## src/rtl/time_set_ctrl.sv

```systemverilog
// Button-driven hour/minute editor for the posix time watches: snapshots the
// running time just after a second boundary, edits it, and loads it back once.
module time_set_ctrl #(
    parameter int CONV_LAT    = 2,
    parameter int TIMEOUT_SEC = 30
) (
    input  logic        clk_i,
    input  logic        rst_i,
    input  logic        mode_btn_i,
    input  logic        inc_btn_i,
    input  logic        dec_btn_i,
    input  logic        tick_i,
    input  logic [31:0] posix_time_i,
    input  logic [4:0]  hour_i,
    input  logic [5:0]  min_i,
    input  logic [5:0]  sec_i,
    output logic [31:0] user_posix_time_o,
    output logic        user_posix_time_en_o,
    output logic        edit_active_o,
    output logic [1:0]  edit_field_o,
    output logic [4:0]  edit_hour_o,
    output logic [5:0]  edit_min_o
);
    localparam logic [2:0] S_IDLE     = 3'd0;
    localparam logic [2:0] S_SYNC     = 3'd1;
    localparam logic [2:0] S_SETTLE   = 3'd2;
    localparam logic [2:0] S_SET_HOUR = 3'd3;
    localparam logic [2:0] S_SET_MIN  = 3'd4;
    localparam logic [2:0] S_COMMIT   = 3'd5;

    localparam int TW = (TIMEOUT_SEC < 2) ? 1 : $clog2(TIMEOUT_SEC + 1);
    localparam int SW = $clog2(CONV_LAT + 2);
    localparam logic [TW-1:0] TIMEOUT_LAST = TW'(TIMEOUT_SEC - 1);
    localparam logic [SW-1:0] SETTLE_LAST  = SW'(CONV_LAT);

    logic [2:0]    state_q, state_d;
    logic [SW-1:0] settle_q, settle_d;
    logic [TW-1:0] timeout_q, timeout_d;
    logic [31:0]   day_base_q, day_base_d;
    logic [31:0]   user_time_q, user_time_d;
    logic [4:0]    edit_hour_q, edit_hour_d;
    logic [5:0]    edit_min_q, edit_min_d;

    logic          any_btn;
    logic          single_step;
    logic [16:0]   cur_sod;
    logic [16:0]   edit_sod;
    logic [4:0]    hour_up, hour_dn;
    logic [5:0]    min_up, min_dn;

    assign any_btn     = mode_btn_i | inc_btn_i | dec_btn_i;
    assign single_step = inc_btn_i ^ dec_btn_i;

    // Seconds-of-day never exceed 86399, so 17 bits hold both sums exactly.
    assign cur_sod  = 17'(hour_i) * 17'd3600 + 17'(min_i) * 17'd60 + 17'(sec_i);
    assign edit_sod = 17'(edit_hour_q) * 17'd3600 + 17'(edit_min_q) * 17'd60;

    assign hour_up = (edit_hour_q == 5'd23) ? 5'd0  : edit_hour_q + 5'd1;
    assign hour_dn = (edit_hour_q == 5'd0)  ? 5'd23 : edit_hour_q - 5'd1;
    assign min_up  = (edit_min_q == 6'd59)  ? 6'd0  : edit_min_q + 6'd1;
    assign min_dn  = (edit_min_q == 6'd0)   ? 6'd59 : edit_min_q - 6'd1;

    always_comb begin
        state_d     = state_q;
        settle_d    = settle_q;
        timeout_d   = timeout_q;
        day_base_d  = day_base_q;
        user_time_d = user_time_q;
        edit_hour_d = edit_hour_q;
        edit_min_d  = edit_min_q;
        case (state_q)
            S_IDLE: begin
                if (mode_btn_i) state_d = S_SYNC;
            end
            S_SYNC: begin
                if (tick_i) begin
                    state_d  = S_SETTLE;
                    settle_d = '0;
                end
            end
            S_SETTLE: begin
                if (settle_q == SETTLE_LAST) begin
                    day_base_d  = posix_time_i - {15'd0, cur_sod};
                    edit_hour_d = hour_i;
                    edit_min_d  = min_i;
                    timeout_d   = '0;
                    state_d     = S_SET_HOUR;
                end else begin
                    settle_d = settle_q + 1'b1;
                end
            end
            S_SET_HOUR, S_SET_MIN: begin
                if (any_btn) begin
                    timeout_d = '0;
                end else if (tick_i) begin
                    if (timeout_q == TIMEOUT_LAST) begin
                        timeout_d = '0;
                        state_d   = S_IDLE;
                    end else begin
                        timeout_d = timeout_q + 1'b1;
                    end
                end
                // Mode takes priority; an inc+dec pair cancels out.
                if (mode_btn_i) begin
                    if (state_q == S_SET_HOUR) begin
                        state_d = S_SET_MIN;
                    end else begin
                        user_time_d = day_base_q + {15'd0, edit_sod};
                        state_d     = S_COMMIT;
                    end
                end else if (single_step) begin
                    if (state_q == S_SET_HOUR) edit_hour_d = inc_btn_i ? hour_up : hour_dn;
                    else                       edit_min_d  = inc_btn_i ? min_up  : min_dn;
                end
            end
            S_COMMIT: begin
                state_d = S_IDLE;
            end
            default: begin
                state_d = S_IDLE;
            end
        endcase
    end

    always_ff @(posedge clk_i) begin
        if (rst_i) begin
            state_q     <= S_IDLE;
            settle_q    <= '0;
            timeout_q   <= '0;
            day_base_q  <= '0;
            user_time_q <= '0;
            edit_hour_q <= '0;
            edit_min_q  <= '0;
        end else begin
            state_q     <= state_d;
            settle_q    <= settle_d;
            timeout_q   <= timeout_d;
            day_base_q  <= day_base_d;
            user_time_q <= user_time_d;
            edit_hour_q <= edit_hour_d;
            edit_min_q  <= edit_min_d;
        end
    end

    assign user_posix_time_o    = user_time_q;
    assign user_posix_time_en_o = (state_q == S_COMMIT);
    assign edit_active_o        = (state_q != S_IDLE);
    assign edit_field_o         = (state_q == S_SET_HOUR) ? 2'd1 :
                                  (state_q == S_SET_MIN)  ? 2'd2 : 2'd0;
    assign edit_hour_o          = edit_hour_q;
    assign edit_min_o           = edit_min_q;

endmodule

```

## config.mk

```make
export PLATFORM = sky130hd
export DESIGN_NAME = time_set_ctrl
export DESIGN_NICKNAME = d
export VERILOG_FILES = /design/src/rtl/time_set_ctrl.sv
export SDC_FILE = /design/constraint.sdc
export NUM_CORES = 1
export LEC_CHECK = 0
export CAP_MARGIN = 20
export CORE_AREA = 2 2 144 146
export DETAILED_ROUTE_END_ITERATION = 6
export DIE_AREA = 0 0 146 148
export GPL_TIMING_DRIVEN = 0
export PLACE_DENSITY = 0.67
export SLEW_MARGIN = 20
export SYNTH_ARGS = -nofsm -noshare
export SYNTH_HDL_FRONTEND = slang
export SYNTH_SLANG_ARGS = --single-unit
export TNS_END_PERCENT = 20
```

## constraint.sdc

```tcl
create_clock -name clk_i -period 19.65 [get_ports clk_i]
set_input_delay 2.9475 -clock clk_i [delete_from_list [all_inputs] [get_ports clk_i]]
set_output_delay 2.9475 -clock clk_i [all_outputs]
set_load 0.03 [all_outputs]
```

# [Word level (Yosys, flattened, before mapping)]
# Cells that the tools add are included.
[word_totals] input_bits=55 out_inout_bits=47 ff_bits=85 wordCells=96
[classes] n_eq_ne=21 muxes=35 n_mul=4 n_reduce_logical=14 bitwise=4 n_addsub=11
[ops] op="2-to-1 mux 5 bit" n=11
[ops] op="2-to-1 mux 6 bit" n=7
[ops] op="adder 17 x 12 -> 17 bit" n=2
[ops] op="adder 32 x 17 -> 32 bit" n=1
[ops] op="subtractor 32 x 17 -> 32 bit" n=1
[ops] op="multiplier 5 x 8 -> 13 bit (second input constant)" n=2
[ops] op="2-to-1 mux 3 bit" n=7
[ops] op="multiplier 6 x 4 -> 10 bit (second input constant)" n=2
[ops] op="case mux 5 bit (2 select lines)" n=2
[ops] op="adder 17 x 6 -> 17 bit" n=1
[ops] op="!= test 2 bit (second input constant)" n=8
[ops] op="!= test 3 bit (second input constant)" n=4
[ops] op="case mux 3 bit (4 select lines)" n=1
[ops] op="case mux 6 bit (2 select lines)" n=1
[ops] op="adder 5 x 1 -> 5 bit (second input constant)" n=2
[ops] op="== test 5 bit (second input constant)" n=2
[ops] op="AND reduction 5 bit" n=2
[ops] op="AND reduction 3 bit" n=3
[ops] op="2-to-1 mux 2 bit" n=4
[ops] op="adder 6 x 1 -> 6 bit (second input constant)" n=1
[ops] op="== test 3 x 2 -> 1 bit (second input constant)" n=2
[ops] op="== test 3 bit (second input constant)" n=2
[ops] op="== test 6 bit (second input constant)" n=1
[ops] op="zero test 6 bit" n=1
[ops] op="other kinds (17)" n=19

# [Logic depth before layout (Yosys ltp)]
[logic_depth] ltp_word=7 mapped_depth=27 ltp_nobuf=27

# [Least setup slack after synthesis]
# Ideal clock, no wire load.
[synth_path] kind="in2reg" startpoint="input min_i[0]" endpoint="register day_base_q[27]" setup_time_ps=86 t_required_ps=19564 path_buffers=1 setup_slack_ps=11037 t_arrival_ps=8527 stages=25 path_cell_list="fa_1 fa_1 inv_1 fa_1 fa_1 inv_1 ha_1 nor2b_1 o21ai_0 a21oi_1 o21ai_0 a21boi_0 o21ai_0 nor2_1 a311oi_1 ha_1 clkbuf_1 nand2_1 o21ai_1 and3_1 or4_1 a211oi_1 a21oi_1 xor2_1 a211oi_1"
[synth_between] elab_chain_cells=4
[synth_rtl] element="start: declaration" line="15" rtl="input logic [5:0] min_i,"
[synth_rtl] element="multiplier 6 x 4 -> 10 bit" line="55" rtl="assign cur_sod = 17'(hour_i) * 17'd3600 + 17'(min_i) * 17'd60 + 17'(sec_i);"
[synth_rtl] element="adder 17 x 12 -> 17 bit" line="55"
[synth_rtl] element="adder 17 x 6 -> 17 bit" line="55"
[synth_rtl] element="subtractor 32 x 17 -> 32 bit" line="83" rtl="day_base_d = posix_time_i - {15'd0, cur_sod};"
[synth_rtl] element="end signal: assignment" line="138" rtl="day_base_q <= day_base_d;"
[synth_rtl] element="end: declaration" line="39" rtl="logic [31:0] day_base_q, day_base_d;"
# Every way passes these cells.
# A chain may end at the register's enable or synchronous reset.

# [Worst setup path in the final report]
# Ends and elaborated chain as after synthesis.

==> results.txt <==
----------------------------------------------------
[Setup path]
  Endpoint of the lowest-slack register-to-register path ... user_posix_time_o[18]$_SDFFE_PP0P_
  Worst reg2reg path depth ... 23
  CP Capture Type ... flop
  Maximum fanout count along the critical path ... 8
  R2r setup slk ... 13.23 ns
  Required time worst endpoint ... 19.91 ns
  Launch instance of the worst register-to-register path ... edit_min_o[3]$_SDFFE_PP0P_
  Element type at the critical path start ... input port
  Critical path class ... in2reg
  CP arrival ... 9.71 ns

[Floorplan]
  Area of the placeable core ... 20040 sq um
  Die outline height ... 148 um
  Initial cell density of the core ... 0.4455
  Standard-cell rows ... 52
  Width of the die ... 146 um
  I/O pin cnt ... 102
  Die area ... 21610 sq um

[Timing]
  Unrepaired setup endpoints after global routing ... false
  Largest clock skew in the final design ... 0.008280 ns
  Fmax ... 105.8 MHz
  Total negative slack for setup checks ... 0 ns
  Max_slew headroom ... 0.4235
  Final period util ... 0.4810
  Slew of the pin with the lowest slew margin ... 0.8648 ns
  Fin. Hold Viols ... 0
  Final worst path period need ... 9.452 ns
  Number of max-slew violations in the final report ... 0
  Setup violators final ... 0

[Yosys]
  Number of flops mapped to enable cells by yosys ... 0
  Syn Area/Cell ... 8.108 sq um
  Proportion of synthesized chip area in sequential cells ... 0.1906
  Post-synth ARST share ... 0
  Cells after synthesis ... 1101
  Yosys warns ... 0
  Post-Syn Area ... 8927 sq um
  Seq cells post-synth ... 85
  Net count of the mapped netlist ... 1326
  Library cells used by synthesis ... 67
  Main synth FF type ... sky130_fd_sc_hd__dfxtp_1

[Route]
  Mean number of vias per cell ... 5.457
  Violation count after the first detailed-routing iteration ... 363
  Length of the first detailed-routing pass in iterations ... 5
  Wire length per cell after detailed routing ... 15.50 um
  Via Count ... 8109
  Count of nets left with antenna violations after detail routing ... 0
  Detailed-route wire length ... 23.03 mm
  Number of DRC violations after detailed routing ... 0

[Finish]
  Sequential cell area ... 1702 sq um
  Number of diodes ... 0
  Layout Nets ... 1436
  Area of the multi-input gates ... 6714 sq um
  Fraction of layout cells with a size suffix above 1 ... 0.02878
  Fill cells ... 2028
  Area grow syn2layout ... 18.12%

[CTS]
  Quantity of gates resized following cts ... 0
  Number of CTS-inserted buffers ... 9
  Clock latency at the later pin of the worst-skew pair ... 0.35 ns
  Longest Clk Path Bufs ... 2
  Total of hold buffers inserted after clock tree synthesis ... 0
  TritonCTS clock tree ... built
  Clock transition at the registers of the reported paths ... 0.07 ns
  Library cell used as clock root buffer ... sky130_fd_sc_hd__clkbuf_16
  Clock Sink Count ... 85
  H-tree level count ... 3
  Number of buffers inserted to repair setup after CTS ... 0

[Power and ir drop]
  Internal power component ... 460.8 uW
  Final Total Pwr ... 845.3 uW
  Share of power burned in the clock network ... 0.199
  Power density cells ... 80.16 nW/um^2
  Switching Share ... 0.4549
  Lkg Pwr ... 0.004542 uW
  Portion of total power attributed to combinational logic ... 0.595
  Relative contribution of sequential cells to total power ... 0.206
  Switching power total ... 384.5 uW
  Worst-case vdd ir drop ... 0.06958 mV

[Global routing]
  Number of global-route vias before repair ... 7569
  Maximum number of pins on one net before global-route repair ... 18
  Overflow left after global routing ... 0
  Number of antenna violations at the first check in global routing ... 0
  Total Routing Usage GR ... 0.2139
  First-pass GRT wire length ... 37.82 mm

[Place]
  Final estimated routing congestion in global placement ... 0.8721
  HPWL after detailed placement ... 18.75 mm
  IO Port Bufs ... 99

[Hold path]
  Beginning of the worst hold path ... user_posix_time_o[10]$_SDFFE_PP0P_
  Hold EP ... user_posix_time_o[10]$_SDFFE_PP0P_
  Tightest Hold Check Type ... reg2reg
  Cells on Worst Hold Path ... 2

[Status]
  Run status ... finished, final reports clean

[Run]
  Reported max-cap violation count ... 0

----------------------------------------------------
## synth_stat cells, drive strengths merged (13+ instances only)
cell	count	area (sq um)
a21oi	109	560.5
dfxtp	85	1702
xor2	42	367.9
nand3	22	110.1
a21o	26	195.2
o211ai	13	102.6
fa	30	600.6
nor2	94	352.8
a211oi	42	320.3
o21ai	40	200.2
ha	140	1752
clkbuf	27	101.4
nand2	90	337.8
o21bai	15	112.6
inv	105	394.1
xnor2	50	437.9
nor3	19	95.09
## worst max-delay path: stages
cell                              delay (ns)
sky130_fd_sc_hd__clkdlybuf4s50_1        0.54
sky130_fd_sc_hd__fa_1                   0.57
sky130_fd_sc_hd__fa_1                   0.53
sky130_fd_sc_hd__inv_1                  0.06
sky130_fd_sc_hd__fa_1                   0.47
sky130_fd_sc_hd__fa_1                   0.49
sky130_fd_sc_hd__inv_1                  0.04
sky130_fd_sc_hd__ha_1                   0.32
sky130_fd_sc_hd__nor2b_1                0.14
sky130_fd_sc_hd__o21ai_0                0.20
sky130_fd_sc_hd__a21oi_1                0.11
sky130_fd_sc_hd__o21ai_0                0.24
sky130_fd_sc_hd__a21boi_0               0.14
sky130_fd_sc_hd__o21ai_0                0.37
sky130_fd_sc_hd__nor2_1                 0.10
sky130_fd_sc_hd__a311oi_1               0.31
sky130_fd_sc_hd__ha_1                   0.29
sky130_fd_sc_hd__clkbuf_1               0.21
sky130_fd_sc_hd__nand2_1                0.11
sky130_fd_sc_hd__o21ai_1                0.08
sky130_fd_sc_hd__and3_1                 0.21
sky130_fd_sc_hd__or4_1                  0.53
sky130_fd_sc_hd__a211oi_1               0.23
sky130_fd_sc_hd__a21oi_1                0.07
sky130_fd_sc_hd__xor2_1                 0.17
sky130_fd_sc_hd__a211oi_1               0.22
## power groups by stage
| stage | Clock (uW) | Sequential, uW | Combinational, uW |
|---|---|---|---|
| after floorplan | 0 | 178 | 378 |
| after global placement | 0 | 178 | 486 |
| after detailed placement | 0 | 178 | 494 |
| after CTS | 170 | 174 | 497 |
| after global routing | 176 | 174 | 557 |
| final | 168 | 174 | 503 |
## routing by layer
metal | GRT usage | vias to the layer above | wire (um)
met4 | 0.05437 | 0 | 368
met1 | 0.3066 | 3758 | 11240
met2 | 0.3429 | 220 | 10290
met3 | 0.02562 | 19 | 1133
li1 | - | 4112 | -
met5 | 0 | - | 0
## how the worst max path moves through the flow
stage               cells after the start      from                          end
global route                           26  min_i[0]  day_base_q[27]$_SDFFE_PP0P_
CTS                                    26  min_i[0]  day_base_q[27]$_SDFFE_PP0P_
floorplan                              25  min_i[0]  day_base_q[27]$_SDFFE_PP0P_
detailed placement                     26  min_i[0]  day_base_q[27]$_SDFFE_PP0P_
finish                                 26  min_i[0]  day_base_q[27]$_SDFFE_PP0P_
global placement                       26  min_i[0]  day_base_q[27]$_SDFFE_PP0P_
## logic make-up (layout without fill, tap and decap cells)
family,Yosys count,count (layout),synth area share
compound gates,298,298,0.2200
xor+xnor,92,92,0.09026
fa+ha+maj,170,170,0.2635
buf+inv,136,251,0.05732
flops,85,85,0.1906
mux,9,9,0.01009
simple gates,311,311,0.1682
## registers in the layout, indices dropped and copies added, names as in the netlist
register and cells:
edit_hour_o 5, timeout_q 5, edit_min_o 6, settle_q 2, state_q 3, user_posix_time_o 32
day_base_q 32
## cell usage in the layout, fill, tap and decap left out, types with 10 or more instances in the layout
cell	instances
sky130_fd_sc_hd__ha_1	140
sky130_fd_sc_hd__inv_1	105
sky130_fd_sc_hd__or3_1	10
sky130_fd_sc_hd__a21oi_1	105
sky130_fd_sc_hd__o21bai_1	15
sky130_fd_sc_hd__nor2_1	94
sky130_fd_sc_hd__xnor2_1	50
sky130_fd_sc_hd__o211ai_1	12
sky130_fd_sc_hd__nand3_1	22
sky130_fd_sc_hd__fa_1	30
sky130_fd_sc_hd__a211oi_1	41
sky130_fd_sc_hd__clkdlybuf4s50_1	99
sky130_fd_sc_hd__clkbuf_1	27
sky130_fd_sc_hd__dfxtp_1	85
sky130_fd_sc_hd__nor3_1	19
sky130_fd_sc_hd__o21ai_0	39
sky130_fd_sc_hd__nand4_1	11
sky130_fd_sc_hd__a21o_1	26
sky130_fd_sc_hd__nand2b_1	10
sky130_fd_sc_hd__nand2_1	90
sky130_fd_sc_hd__xor2_1	42
## cell type report
class / count / share of cell area
Tap cell: 270 / 0.03204
Clock inverter: 7 / 0.006051
Sequential cell: 85 / 0.1614
Clock buffer: 9 / 0.02136
Buffer: 31 / 0.01115
Multi-Input combinational cell: 880 / 0.6367
Timing Repair Buffer: 99 / 0.09397
Inverter: 105 / 0.03738
## metrics by stage
| stage | worst slack [ns] | utilization | cells | area [sq um] | hold slack [ns] |
|---|---|---|---|---|---|
| 2_1_floorplan | 11.04 | - | 1101 | 8927 | 0.4323 |
| 3_3_place_gp | 9.862 | 0.5118 | 1470 | 10260 | 0.4407 |
| 3_5_place_dp | 9.833 | 0.5118 | 1470 | 10260 | 0.4448 |
| 4_1_cts | 10.16 | 0.5262 | 1486 | 10550 | 0.4533 |
| 5_1_grt | 9.563 | 0.5262 | 1486 | 10550 | 0.4713 |
| 6_report | 10.20 | 0.5262 | 1486 | 10550 | 0.4503 |
(Power assumes the default switching activity.)
